**config.mk**
```make
export PLATFORM = sky130hd
export DESIGN_NAME = clkdiv_sync
export DESIGN_NICKNAME = d
export VERILOG_FILES = /design/src/rtl/clkdiv_sync.sv
export SDC_FILE = /design/constraint.sdc
export NUM_CORES = 1
export LEC_CHECK = 0
export CAP_MARGIN = 15
export CELL_PAD_IN_SITES_DETAIL_PLACEMENT = 1
export CELL_PAD_IN_SITES_GLOBAL_PLACEMENT = 1
export CORE_UTILIZATION = 45
export CTS_CLUSTER_DIAMETER = 50
export DETAILED_ROUTE_END_ITERATION = 6
export HOLD_SLACK_MARGIN = 0.12
export PLACE_DENSITY = 0.91
export SLEW_MARGIN = 20
export SYNTH_ARGS = -nofsm -noshare
export SYNTH_HDL_FRONTEND = slang
export SYNTH_SLANG_ARGS = --single-unit
```
**constraint.sdc**
```tcl
create_clock -name clk -period 3.7 [get_ports clk]
set_clock_uncertainty 0.2 [all_clocks]
set_input_delay 0.925 -clock clk [delete_from_list [all_inputs] [get_ports clk]]
set_output_delay 0.925 -clock clk [all_outputs]
set_load 0.01 [all_outputs]
```
**src/rtl/clkdiv_sync.sv**
```systemverilog
// clkdiv_sync: NCH independent clock-enable strobe generators driven by one system clock.
// No derived clocks are produced. Each channel has a runtime-programmable divisor and can
// optionally cascade off the strobe of the previous channel for chained division.
// Latency: tick_o is registered, so it is high in the cycle after the edge where the channel reloaded.
// Backpressure: none; en freezes every counter and sync realigns all channels to count 0.
// Optional feature macro: CLKDIV_SYNC_PHASE_EN adds 50% duty phase_o toggles; otherwise phase_o is tied to 0.
// Ports:
//   clk, rst (synchronous, active-high), en (global count enable), sync (realign request),
//   div_i (NCH*DIVW packed divisors), div_load (per-channel divisor capture), casc (cascade select,
//   bit 0 ignored), tick_o (one-cycle strobes), phase_o (toggle outputs).
module clkdiv_sync #(
  parameter int NCH     = 4,
  parameter int DIVW    = 16,
  parameter int DIV_RST = 0
) (
  input  logic                 clk,
  input  logic                 rst,
  input  logic                 en,
  input  logic                 sync,
  input  logic [NCH*DIVW-1:0]  div_i,
  input  logic [NCH-1:0]       div_load,
  input  logic [NCH-1:0]       casc,
  output logic [NCH-1:0]       tick_o,
  output logic [NCH-1:0]       phase_o
);

  logic [DIVW-1:0] r_div [NCH];
  logic [DIVW-1:0] r_cnt [NCH];
  logic [NCH-1:0]  r_tick;
  logic [NCH-1:0]  w_adv;
  logic [NCH-1:0]  w_stb;

  // The strobe ripples combinationally from channel 0 upward: a cascaded channel only
  // advances in the same cycle its predecessor reloads. The chain is carried in a local
  // variable so each output bit is written but never read back inside this block.
  always_comb begin
    logic v_carry;
    logic v_adv;
    logic v_stb;
    w_adv   = '0;
    w_stb   = '0;
    v_carry = 1'b0;
    for (int i = 0; i < NCH; i++) begin
      v_adv    = en & ((i == 0) | ~casc[i] | v_carry);
      v_stb    = v_adv & (r_cnt[i] == '0);
      w_adv[i] = v_adv;
      w_stb[i] = v_stb;
      v_carry  = v_stb;
    end
  end

  always_ff @(posedge clk) begin
    if (rst) begin
      for (int i = 0; i < NCH; i++) begin
        r_div[i] <= DIVW'(DIV_RST);
        r_cnt[i] <= '0;
      end
      r_tick <= '0;
    end else begin
      // A load only replaces the divisor; the count in flight is untouched, so the new
      // value first applies at the following reload (a same-edge reload sees the old value).
      for (int i = 0; i < NCH; i++) begin
        if (div_load[i]) begin
          r_div[i] <= div_i[i*DIVW +: DIVW];
        end
      end
      if (sync) begin
        for (int i = 0; i < NCH; i++) begin
          r_cnt[i] <= '0;
        end
        r_tick <= '0;
      end else begin
        for (int i = 0; i < NCH; i++) begin
          if (w_stb[i]) begin
            r_cnt[i]  <= r_div[i];
            r_tick[i] <= 1'b1;
          end else if (w_adv[i]) begin
            r_cnt[i]  <= r_cnt[i] - DIVW'(1);
            r_tick[i] <= 1'b0;
          end else begin
            r_tick[i] <= 1'b0;
          end
        end
      end
    end
  end

  assign tick_o = r_tick;

`ifdef CLKDIV_SYNC_PHASE_EN
  logic [NCH-1:0] r_phase;

  always_ff @(posedge clk) begin
    if (rst || sync) begin
      r_phase <= '0;
    end else begin
      r_phase <= r_phase ^ w_stb;
    end
  end

  assign phase_o = r_phase;
`else
  assign phase_o = '0;
`endif

endmodule
```
# Word level (Yosys, flattened, before mapping)
# Memory sizes are Yosys's and may differ from the RTL's.
# Index checks and enable logic that the tools add are counted.
# word_totals
ff_bits	4
mem_bits_rw	128
input_bits	76
out_inout_bits	8
mem_count	2
# mem_list
name	depth	width	read_ports	rd_clocked_by_memory_dff	write_ports	line	source
r_cnt	4	16	4	0	4	28	logic [DIVW-1:0] r_cnt [NCH];
r_div	4	16	4	0	4	27	logic [DIVW-1:0] r_div [NCH];
# op_classes
n_addsub	4
n_mux	69
bitwise	29
reduce_logical	5
# ops
cell	count
$mux W16	16
$logic_not A16 Y1	4
$sub A16 B1 Y16 const B	4
$mux W1	53
$or A1 B1 Y1	19
$and A1 B1 Y1	7
$not A1 Y1	3
$reduce_or A2 Y1	1

# Logic depth before layout (Yosys ltp)
# Gate-level depths: netlist of run 1.
# An unclocked memory read counts as a cell.
# depth
depth_word	18
ltp_mapped	10
mapped_depth_nobuf	7

# Worst setup path before layout of run 1
# Ideal clock, no wire load.
# synth_timing
kind	register to register
start	memory r_cnt[0][0]
end	memory r_cnt[3][0], enable pin
setup_time_ns	0.372
arrival_time_ns	2.453
required_ns	3.128
slack_ns	0.676
path_stages_with_launch	9
path_cell_list	edfxtp_1 > inv_1 > ha_1 > or4b_1 > or4_4 > buf_6 > a211oi_2 > o21ai_0 > nand2_1
# synth_rtl
item	line
start: declaration	28

==> out/metrics.cfg, run 1 <==
[pwr]
power.leakage_nw = 2.920
ir_drop_uv = 354.7
total_power_mw = 4.180
p_per_area_nw_per_um2 = 516.1

[timing]
clock.fmax_ghz = 0.2992
finalSetupViolations = 0
fin_crit_ps = 3342
hold_viol = 0
maxSlewHeadroom_pct = 37.36
slew_viol_final = 0
finalCritPeriodShare_pct = 90.33
grt_setup_unrepaired = no
fin_tns_setup_ps = 0
worst_pin_slew_ps = 932.4

[drt]
drc = 0
dr.first_iter.drc_count = 232
viasPerCell = 5.505
wirelength_mm = 15.15
wl_per_cell_um = 18.89
vias = 4415
firstDrtPassIters = 4
postRouteAntennaNets = 0

[clock_tree]
clockBufferDepth = 2
cts.clk_slew.worst_paths_ps = 60
clk_latency_ps = 420
cts_buffers = 17
clock_sinks = 132
ctsResizeCount = 0
ctsHoldBuffers = 0
cts_setup_buffers = 0
htree_levels = 4
tritoncts = built
cts-root-buf = clkbuf_16

[critical_path]
arrival_ps = 3380
end_kind = flip-flop
cp-start-kind = flip-flop
crit_type = flip-flop to flip-flop
r2r_end = r_cnt[2][8]
rr_worst_depth = 7
cp_data_required_time_ps = 3740
cp_max_fo = 16
r2r-start = r_cnt[0][0]
reg2reg_slack_ps = 360

[layout]
diodes = 0
final_nets = 691
syn2layout_area_growth_pct = 24.28
layout.cells.non_filler = 802
drive_above_1_share_pct = 10.93
multiInputGateArea_um2 = 2430
regArea_um2 = 3924
fillers = 1443

[global_route]
grt_max_degree = 35
grt_pass1_vias = 4729
grt_pass1_wl_mm = 24.15
overflow = 0
grt_antenna_before_repair = 0
grtUsageTotal_pct = 21.51

[die]
core_um2 = 13990
die_w_um = 122.3
die-area_um2 = 14970
initial_core_util_pct = 46.59
ios = 84
row_count = 43
die_h_um = 122.3

[flow_run]
maxCapViolCount = 0

[synthesis]
synth_area_leaders = edfxtp_1 (59%), and2_1 (6.2%), xnor2_1 (4.0%)
ys_seq_area_share_pct = 60.20
synth_commonest_cells = edfxtp_1 (128), and2_1 (65), nor2_1 (44)
syn_avg_cell_area_um2 = 12.49
synthSimpleGateAreaFrac_pct = 19.01
synthAdderAreaFrac_pct = 1.152
synth_xor_area_share_pct = 6.450
ys_dominant_reg_cell = edfxtp_1
synth_top_cell_by_area = edfxtp_1
yosysMostFrequentCell = edfxtp_1
synthMuxAreaShare_pct = 0.3072
synth.distinct_cells = 49
synth_compound_area_share_pct = 10.14
synth_top_area_share_pct = 58.97
syn_inst = 522
ys_warn_count = 0
ys_ff_latch = 132
synth_edf_count = 128
synth_area_um2 = 6518
synth_top_family_by_area = simple AND/OR/NAND/NOR gates
postSynth.asyncResetShare_pct = 0

[outcome]
status = finished clean

[min_path]
hold_class = flip-flop to flip-flop
hold-path-endpoint = r_cnt[2][0]
hold_path_startpoint = r_div[2][0]
holdPathStages = 1

[place]
placedCellCount = 770
port_buffers = 78
place.detailed.hpwl_mm = 10.24
finalWeightedCongestion = 0.8054

-- cells by family (layout without fill, tap and decap cells) --
| logic type | count (synthesis) | in the layout |
|---|---|---|
| other cells | 1 | 4 |
| simple gates | 221 | 221 |
| flops | 132 | 132 |
| mux | 2 | 2 |
| fa+ha+maj | 6 | 6 |
| xor+xnor | 48 | 48 |
| compound gates | 81 | 81 |
| buf+inv | 31 | 128 |
-- where the power goes --
group / switching (mW) / leakage [nW] / internal (mW) / total, mW
combinational: 0.275 / 1.17 / 0.238 / 0.513
sequential: 0.0826 / 1.45 / 1.76 / 1.85
clock: 0.667 / 0.304 / 1.15 / 1.82
-- critical path: stages, from the launching register on --
cell and delay, ps:
edfxtp_1 460, inv_1 120, ha_1 140, or4b_1 470, nor4_1 520, a2bb2oi_1 330
nand3_1 540, o2bb2ai_1 370
-- through the flow --
stage / cell area, µm² / setup WS [ps] / util (%) / hold WS [ps]
final: 8100 / 357.7 / 57.91 / 320.4
after global routing: 8100 / 76.80 / 57.91 / 347.2
after CTS: 8100 / 315.6 / 57.91 / 323.9
after detailed placement: 7461 / 257.5 / 53.34 / 311.8
after global placement: 7461 / 402.2 / 53.34 / 308.1
after floorplan: 6529 / 675.7 / - / 303.2
-- area by class of cell --
type | count | area share (%)
inverters | 9 | 0.4171
clock buffers | 18 | 5.422
repair buffers | 87 | 10.47
clock inverters | 14 | 2.471
well taps | 180 | 2.780
flip-flops and latches | 132 | 48.44
multi-input cells | 362 | 30.00
-- placed cells by master, fill, tap and decap left out, types with 2 or more instances in the layout --
cell               n
clkinv_4           2
conb_1             4
or2_2              5
clkbuf_16         17
a22oi_1            2
o2bb2ai_2          9
clkdlybuf4s50_1   78
mux2i_1            2
or3_1              8
o2bb2ai_1         23
nor4_1            15
nand2_1           20
ha_1               6
and3_1             2
nand4_1            6
or4_1              6
a21oi_1            9
dfxtp_1            4
a21oi_2            4
a211oi_1          14
edfxtp_1         128
buf_4              9
or4_4              3
clkinvlp_4         3
nand2b_1           2
o21ai_0           15
xnor2_1           30
inv_1              9
xor2_1            18
nand4b_1           3
and2_1            65
nor2_1            44
nor2_2             2
nor2b_1            4
nand3_1            8
nor3_1            20
bufinv_16          4
inv_6              4
-- per-layer routing --
metal	GRT usage [%]	vias up	part of all wire (%)
met5	0	-	0
met4	7.393	0	1.5
met3	5.390	18	3.5
met2	38.03	93	53
met1	25.27	2188	42
li1	-	2116	-
-- flip-flops by register name, indices dropped and copies added, names as in the netlist --
signal,flops
r_cnt,64
r_div,64
tick_o,4
-- worst max path at each step --
stage                     slack (ps)          end  cells after the start         from
final                            360  r_cnt[2][8]                      7  r_cnt[0][0]
after global routing              80  r_cnt[2][8]                      7  r_cnt[0][0]
after CTS                        320  r_cnt[2][8]                      7  r_cnt[0][0]
after detailed placement         260  r_cnt[2][8]                      5         sync
after global placement           400  r_cnt[2][5]                      5         sync
after floorplan                  680  r_cnt[3][0]                      8  r_cnt[0][0]
No activity file was read; power rests on OpenSTA's default activity.
==> inputs of run 2 (changes only) <==
CORE_MARGIN = 10   (was not set)
CTS_BUF_LIST = sky130_fd_sc_hd__clkbuf_16   (was not set)
==> out/metrics.cfg, run 2 (synthesis results as in run 1) <==
[pwr]
power.leakage_nw = 2.904
ir_drop_uv = 296.3
p_per_area_nw_per_um2 = 498.4

[clock_tree]
htree_levels = 4
ctsHoldBuffers = 0
clockBufferDepth = 2
cts.clk_slew.worst_paths_ps = 60
cts-root-buf = clkbuf_16
cts_buffers = 17
clk_latency_ps = 430
cts_setup_buffers = 0
clock_sinks = 132
ctsResizeCount = 0
tritoncts = built

[die]
die_w_um = 140.3
ios = 84
core_um2 = 14040
die_h_um = 140.3
die-area_um2 = 19700
initial_core_util_pct = 46.41
row_count = 43

[critical_path]
critical_path.max_stage_delay_ps = 730
crit_slowest_cell = or4_4
cpLargestDelayFamily = simple AND/OR/NAND/NOR gates
arrival_ps = 3330
end_kind = flip-flop
crit_path_cell_trace = inv_1, ha_1, or4b_1, or4_4, a211oi_2, o21ai_2, nor3_1
cp_max_fo = 34
cp-start-kind = flip-flop
cp_data_required_time_ps = 3740
crit_type = flip-flop to flip-flop
worst-path-buf-inv = 1

[timing]
worst_pin_slew_ps = 908.0
maxSlewHeadroom_pct = 39.46
fin_tns_setup_ps = 0
finalCritPeriodShare_pct = 88.82
clock.fmax_ghz = 0.3043
finalSetupViolations = 0
hold_viol = 0
holdWs_ps = 323.4
slew_viol_final = 0
grt_setup_unrepaired = no
fin_crit_ps = 3286

[layout]
final_common_cell = edfxtp_1
regArea_um2 = 3924
syn2layout_area_growth_pct = 23.79
final_area_um2 = 8068
final_nets = 694
fillers = 1434
layout_common_cells = edfxtp_1 (128), clkdlybuf4s50_1 (78), and2_1 (65)
multiInputGateArea_um2 = 2430
drive_above_1_share_pct = 11.20
diodes = 0

[global_route]
overflow = 0
grtUsageTotal_pct = 16.45
grt_antenna_before_repair = 0
grt_pass1_vias = 4903
grt_max_degree = 35
grt_pass1_wl_mm = 25.96

[drt]
vias = 4365
wirelength_mm = 16.07
viasPerCell = 5.422
firstDrtPassIters = 5
wl_per_cell_um = 19.96
postRouteAntennaNets = 0
dr.first_iter.drc_count = 209
drc = 0

[place]
dpl-instance-area_um2 = 7483
place.detailed.hpwl_mm = 11.31
port_buffers = 78
finalWeightedCongestion = 0.8470

[flow_run]
maxCapViolCount = 0

[min_path]
hold_class = flip-flop to flip-flop

[outcome]
status = finished clean

run 2: changes by cell type in the layout (fill, tap and decap cells not counted), sizes merged:
cell,change
clkinvlp,+2
bufinv,-2
clkinv,+1
buf,+3
clkbuf,-1
run 2: layout make-up:
| cell class | count | area share, % |
|---|---|---|
| inverters | 9 | 0.4187 |
| repair buffers | 90 | 10.79 |
| flip-flops and latches | 132 | 48.64 |
| well taps | 180 | 2.792 |
| multi-input cells | 362 | 30.12 |
| clock buffers | 17 | 5.273 |
| clock inverters | 15 | 1.970 |
run 2: final timing paths:
check / cells past startpoint / slack [ps] / to / from
max reg2reg: 7 / 410 / r_cnt[3][9] / r_cnt[0][1]
max: 7 / 410 / r_cnt[3][9] / r_cnt[0][1]
min reg2reg: 1 / 320 / r_cnt[2][1] / r_div[2][1]
min: 1 / 320 / r_cnt[2][1] / r_div[2][1]
run 2: worst register-to-register path: cells and delay by family, from the launching register on:
kind | cells | cell delay (ps)
compound gates | 2 | 650
fa+ha+maj | 1 | 150
buf+inv | 1 | 130
flops | 1 | 440
simple gates | 3 | 1520
run 2: per-stage QoR:
step | power [mW] | utilization, % | worst slack [ps] | instances
final | 4.021 | 57.45 | 413.5 | 805
after global routing | 4.189 | 57.45 | 224.4 | 805
after CTS | 4.050 | 57.45 | 383.9 | 805
after detailed placement | 2.378 | 53.29 | 447.5 | 773
after global placement | 2.335 | 53.29 | 582.7 | 773
after floorplan | 2.179 | - | 675.7 | 525
run 2: per-layer routing:
metal | vias up | wire length (µm) | global-route usage [%]
met3 | 18 | 561 | 4.665
met4 | 0 | 230 | 4.946
met5 | - | 0 | 0
li1 | 2123 | - | -
met2 | 71 | 8873 | 30.59
met1 | 2153 | 6403 | 17.48
run 2: power by group:
| group | total (mW) | switching (mW) | internal [mW] | leakage (nW) |
|---|---|---|---|---|
| Combinational | 0.518 | 0.277 | 0.241 | 1.18 |
| Clock | 1.66 | 0.661 | 0.995 | 0.274 |
| Sequential | 1.85 | 0.0838 | 1.76 | 1.45 |
==> inputs of run 3 (changes only) <==
MAX_ROUTING_LAYER = met4   (was not set)
==> out/metrics.cfg, run 3 (synthesis results as in run 1) <==
[drt]
wl_per_cell_um = 20.02
viasPerCell = 5.453
wirelength_mm = 16.12
dr.first_iter.drc_count = 231
postRouteAntennaNets = 0
vias = 4390
firstDrtPassIters = 4
drc = 0

[outcome]
status = finished clean

[pwr]
ir_drop_uv = 296.4
p_per_area_nw_per_um2 = 498.4
power.leakage_nw = 2.904

[die]
die-area_um2 = 19700
core_um2 = 14040
die_h_um = 140.3
initial_core_util_pct = 46.41
row_count = 43
ios = 84
die_w_um = 140.3

[critical_path]
end_kind = flip-flop
cp-start-kind = flip-flop
r2r_end = r_cnt[3][9]
crit_type = flip-flop to flip-flop
crit_end = r_cnt[3][9]
critical_path.max_stage_delay_ps = 740
worst-path-stages = 7
worstSetupStartpoint = r_cnt[0][1]
arrival_ps = 3330
cp_max_fo = 34
reg2reg_slack_ps = 410
worst-path-buf-inv = 1
crit_path_cell_trace = inv_1, ha_1, or4b_1, or4_4, a211oi_2, o21ai_2, nor3_1
r2r-start = r_cnt[0][1]
cpLargestDelayFamily = simple AND/OR/NAND/NOR gates
cp_data_required_time_ps = 3740
crit_slowest_cell = or4_4
rr_worst_depth = 7

[clock_tree]
cts_buffers = 17
cts.clk_slew.worst_paths_ps = 60
clock_sinks = 132
htree_levels = 4
ctsResizeCount = 0
tritoncts = built
ctsHoldBuffers = 0
cts_setup_buffers = 0
cts-root-buf = clkbuf_16
clk_latency_ps = 420
clockBufferDepth = 2

[timing]
fin_tns_setup_ps = 0
maxSlewHeadroom_pct = 39.87
worst_pin_slew_ps = 901.8
holdWs_ps = 323.3
clock.fmax_ghz = 0.3041
finalSetupViolations = 0
slew_viol_final = 0
grt_setup_unrepaired = no
finalCritPeriodShare_pct = 88.89
fin_crit_ps = 3289
hold_viol = 0

[global_route]
grt_pass1_vias = 4897
grt_pass1_wl_mm = 25.96
grt_max_degree = 35
grtUsageTotal_pct = 16.93
grt_antenna_before_repair = 0
overflow = 0

[min_path]
holdPathStages = 1
hold_class = flip-flop to flip-flop

[place]
finalWeightedCongestion = 0.8603
place.detailed.hpwl_mm = 11.31
port_buffers = 78

[flow_run]
maxCapViolCount = 0

[layout]
final_nets = 694
final_common_cell = edfxtp_1
drive_above_1_share_pct = 11.20
diodes = 0
syn2layout_area_growth_pct = 23.79
layout_common_cells = edfxtp_1 (128), clkdlybuf4s50_1 (78), and2_1 (65)

[run 3: worst reg2reg max path, stage by stage (launching register included)]
cell and delay (ps):
edfxtp_1 440, inv_1 130, ha_1 150, or4b_1 480, or4_4 740, a211oi_2 340, o21ai_2 300, nor3_1 320
[run 3: how the worst min path moves through the flow]
stage                              to  slack, ps        start
final                     r_cnt[2][0]        320  r_div[2][0]
after global routing      r_cnt[2][6]        340  r_div[2][6]
after CTS                 r_cnt[2][1]        320  r_div[2][1]
after detailed placement  r_cnt[2][6]        310  r_div[2][6]
after global placement    r_cnt[1][3]        310  r_div[1][3]
after floorplan           r_cnt[1][0]        300  r_div[1][0]
[run 3: per-layer routing]
layer  up-vias  wire length (µm)  global-route usage [%]  part of all wire (%)
met1      2157              6484                   17.81                    40
met2        89              8804                   30.44                    55
met4         0               297                   4.946                   1.8
met3        23               531                   4.429                   3.3
met5         -                 0                       -                     0
li1       2121                 -                       -                     -
[run 3: through the flow]
stage / total power, mW / setup WS, ps / cell area [µm²] / cells / util, %
after floorplan: 2.179 / 675.7 / 6529 / 525 / -
after global placement: 2.335 / 582.7 / 7483 / 773 / 53.29
after detailed placement: 2.378 / 447.5 / 7483 / 773 / 53.29
after CTS: 4.050 / 383.9 / 8068 / 805 / 57.45
after global routing: 4.190 / 224.4 / 8068 / 805 / 57.45
final: 4.021 / 411.2 / 8068 / 805 / 57.45
[run 3: layout make-up]
class	instances	area, µm²
fillers	1434	5974
flip-flops and latches	132	3924
multi-input cells	362	2430
repair buffers	90	870.8
clock buffers	17	425.4
well taps	180	225.2
clock inverters	15	158.9
inverters	9	33.78
[run 3: power breakdown]
part	leakage (nW)	switching, mW	total, mW	internal (mW)
clock	0.274	0.661	1.66	0.995
combinational	1.18	0.277	0.518	0.241
sequential	1.45	0.0840	1.85	1.76
==> RTL edit 1, RTL diff (config.mk and constraints of run 3) <==
The option `CLKDIV_SYNC_PHASE_EN` is turned on by a define.
--- a/src/rtl/clkdiv_sync.sv
+++ b/src/rtl/clkdiv_sync.sv
@@ -10,2 +10,4 @@
 //   bit 0 ignored), tick_o (one-cycle strobes), phase_o (toggle outputs).
+`define CLKDIV_SYNC_PHASE_EN
+
 module clkdiv_sync #(
Formal check against the unedited RTL: not equivalent (a bounded check fails within 4 cycles, from zero or initial values).
==> RTL edit 1 against run 3 <==
Sequential cell count rose by 4. Critical path depth fell by 2. Power fell by 2.8%. Worst setup slack improved by 0.031 ns. Cell count rose by 5.6%. Synthesized area rose by 1.7%. Sequential power rose by 2%. Die area rose by 1.5%. Routed wire length rose by 4.9%. Cell area rose by 1.2%. Hold slack got worse by 0.038 ns. Count of clock-buffer cells in the layout did not move. Largest cell class unchanged.
==> RTL edit 1: results <==
[global_routing]
antenna_found_initial = 1
grt_usage_pct = 17.28
grt_pass1_wl_mm = 26.54
grt_max_degree = 33
grt_pass1_vias = 5089
gr-usage-met1_pct = 17.85
use_met3_pct = 3.438

[place]
hpwl_mm = 11.88
gp_congestion = 0.8182
io_buffers = 82
dp.cells = 819

[yosys]
avgSynthCellArea_um2 = 11.72
synth_area_leaders = edfxtp_1, and2_1, xnor2_1, nor2_1, xor2_1
yosys-top-cells-count = edfxtp_1, and2_1, nor2_1, nand2_1, xnor2_1
yosysSeqAreaShare_pct = 60.38
yosysWarnings = 0

[route]
routed_wl_mm = 16.90
dr.pass1.iters = 5
drt-initial-drc-count = 484
num_vias = 4643

[pwr]
p_comb_share_pct = 13.8
p_comb_uw = 539
p_leak_nw = 2.968
p_int_mw = 2.935
pwr-share-clk_pct = 37.8

[final_layout]
fillCellCount = 1505
instances_no_fill = 850
drive_above_1_share_pct = 8.421
nets = 736

[setup_path]
crit_fanout = 16
critPathSlowestCell = nor4_1

[timing]
relSlewSlack_pct = 42.14

[status]
status = finished clean
-- RTL edit 1: changes by cell type in the layout (fill, tap and decap cells not counted), sizes merged, moves of 5 or more --
| cell | run 3 | this run |
|---|---|---|
| a211oi | 15 | 21 |
| a21oi | 13 | 4 |
| clkinvlp | 5 | 0 |
| nand2 | 20 | 39 |
| nor2 | 46 | 59 |
| o211ai | 0 | 16 |
| o21ai | 16 | 41 |
| o2bb2ai | 32 | 0 |
-- RTL edit 1: area by class of cell --
class                      count  share of cell area, %
clock buffer                  17                  5.212
tap                          184                  2.820
antenna                        1                0.03066
inverter                      11                 0.5058
timing repair buffer          91                  10.88
multi-input combinational    397                  30.50
sequential                   136                  49.05
clock inverter                13                 0.9963
-- RTL edit 1: path summary, 6_finish.rpt --
kind / cells past startpoint / to / startpoint / slack [ns]
worst min register to register: 2 / phase_o[2] / phase_o[2] / 0.28
worst max register to register: 5 / r_cnt[3][8] / r_cnt[2][3] / 0.44
worst max-delay path: 5 / r_cnt[3][8] / r_cnt[2][3] / 0.44
worst min-delay path: 2 / phase_o[2] / phase_o[2] / 0.28
-- RTL edit 1: critical path, delay by kind of cell, from the launching register on --
kind | cells | cell delay (ns)
and+or+nand+nor | 4 | 1.78
DFF | 1 | 0.48
AOI/OAI and AO/OA | 1 | 0.41
-- RTL edit 1: cells by family after synthesis --
kind of cell / share of synthesized area, %
AND/OR/NAND/NOR: 19.55
flip-flops: 60.38
AO/OA/AOI/OAI: 9.830
XOR/XNOR: 6.736
buffers and inverters: 2.075
adder cells (fa/ha/maj): 1.132
multiplexers: 0.3019
-- RTL edit 1: stage by stage --
step                      cell area [um^2]  worst slack [ns]
final                                 8163            0.4421
after global routing                  8163            0.3234
after CTS                             8160            0.4828
after detailed placement              7654            0.3029
after global placement                7654            0.4733
after floorplan                       6631            0.1992
==> RTL edit 2, RTL diff (config.mk and constraints of run 3) <==
Made on the original files. Add an input register stage for `en`, `div_i`, `div_load` and `casc`, without a reset; this delays them by one clock. The other inputs are not delayed to match.
--- a/src/rtl/clkdiv_sync.sv
+++ b/src/rtl/clkdiv_sync.sv
@@ -26,2 +26,14 @@
 
+  logic en_q;
+  logic [NCH*DIVW-1:0] div_q;
+  logic [NCH-1:0] div_load_q;
+  logic [NCH-1:0] casc_q;
+
+  always_ff @(posedge clk) begin
+    en_q       <= en;
+    div_q      <= div_i;
+    div_load_q <= div_load;
+    casc_q     <= casc;
+  end
+
   logic [DIVW-1:0] r_div [NCH];
@@ -43,3 +55,3 @@
     for (int i = 0; i < NCH; i++) begin
-      v_adv    = en & ((i == 0) | ~casc[i] | v_carry);
+      v_adv    = en_q & ((i == 0) | ~casc_q[i] | v_carry);
       v_stb    = v_adv & (r_cnt[i] == '0);
@@ -62,4 +74,4 @@
       for (int i = 0; i < NCH; i++) begin
-        if (div_load[i]) begin
-          r_div[i] <= div_i[i*DIVW +: DIVW];
+        if (div_load_q[i]) begin
+          r_div[i] <= div_q[i*DIVW +: DIVW];
         end
Check against the original RTL: not equivalent (a bounded check fails within 4 cycles, from zero or initial values).
==> RTL edit 2 against run 3 <==
Routed wire length rose by 3.7%. Power grew 30%. Worst setup slack gained 0.025 ns. Sequential cell count rose by 72. Synthesized area grew 21%. Cell area increased by 19%. Highest routed layer unchanged. Critical endpoint is now r_cnt[2][10]. Largest cell class unchanged. Die area is 18% higher.
==> RTL edit 2: results <==
[status]
status = finished clean

[final_layout]
nets = 787

[global_routing]
grt_pass1_wl_mm = 27.19
grt_max_degree = 21
use_met3_pct = 2.427
grt_use_met2_pct = 26.93
grt_usage_pct = 14.30

[yosys]
synth_xor_xnor_area_share_pct = 5.230
yosys-top-cells-count = edfxtp_1, dfxtp_1, and2_1, nor2_1, nand2_1
synth_area_leaders = edfxtp_1, dfxtp_1, and2_1, xor2_1, xnor2_1
synth-compound-area-share_pct = 7.233
avgSynthCellArea_um2 = 12.92
yosysSeqAreaShare_pct = 68.16

[setup_path]
timing.rr.end = r_cnt[2][10]
reg2reg_depth = 6
critPathSlowestCell = nor4_1
cpPeakStageDelay_ns = 0.61
crit_fanout = 16

[min_path]
whs_endpoint = r_div[2][3]
holdCritStartpoint = div_q[35]

[route]
vias_per_cell = 5.135
routedWlPerCell_um = 17.67
num_vias = 4858
drt-initial-drc-count = 190

[timing]
setup_ws_ns = 0.4366
hold_ws_ns = 0.3017

[clocking]
h-tree-depth = 1
ctsLongestPathBuffers = 3
numCtsBuffers = 23
clkLatencyLatePin_ns = 0.50

[pwr]
p_comb_uw = 509

[place]
post-place-ws_ns = 0.3765
placed_cell_area_um2 = 8910
RTL edit 2: worst max-delay path by stage:
| stage | end | cells past startpoint | startpoint |
|---|---|---|---|
| after floorplan | r_cnt[3][0] | 5 | r_cnt[1][3] |
| after global placement | r_cnt[2][0] | 5 | rst |
| after detailed placement | r_cnt[1][12] | 6 | r_cnt[0][10] |
| after CTS | r_cnt[1][13] | 6 | r_cnt[0][10] |
| after global routing | r_cnt[2][6] | 6 | r_cnt[0][10] |
| final | r_cnt[2][10] | 6 | r_cnt[0][10] |
RTL edit 2: cell type report:
cell class | count | area (um^2)
well taps | 225 | 281.5
repair buffers | 89 | 863.3
fillers | 1706 | 7619
clock inverters | 18 | 125.1
flip-flops and latches | 204 | 5365
inverters | 10 | 37.54
clock buffers | 23 | 575.6
multi-input cells | 377 | 2370
RTL edit 2: per-layer routing:
layer	up-vias	routed length, um
met1	2362	6659
met4	0	393
met5	-	0
li1	2376	-
met2	88	9097
met3	32	567
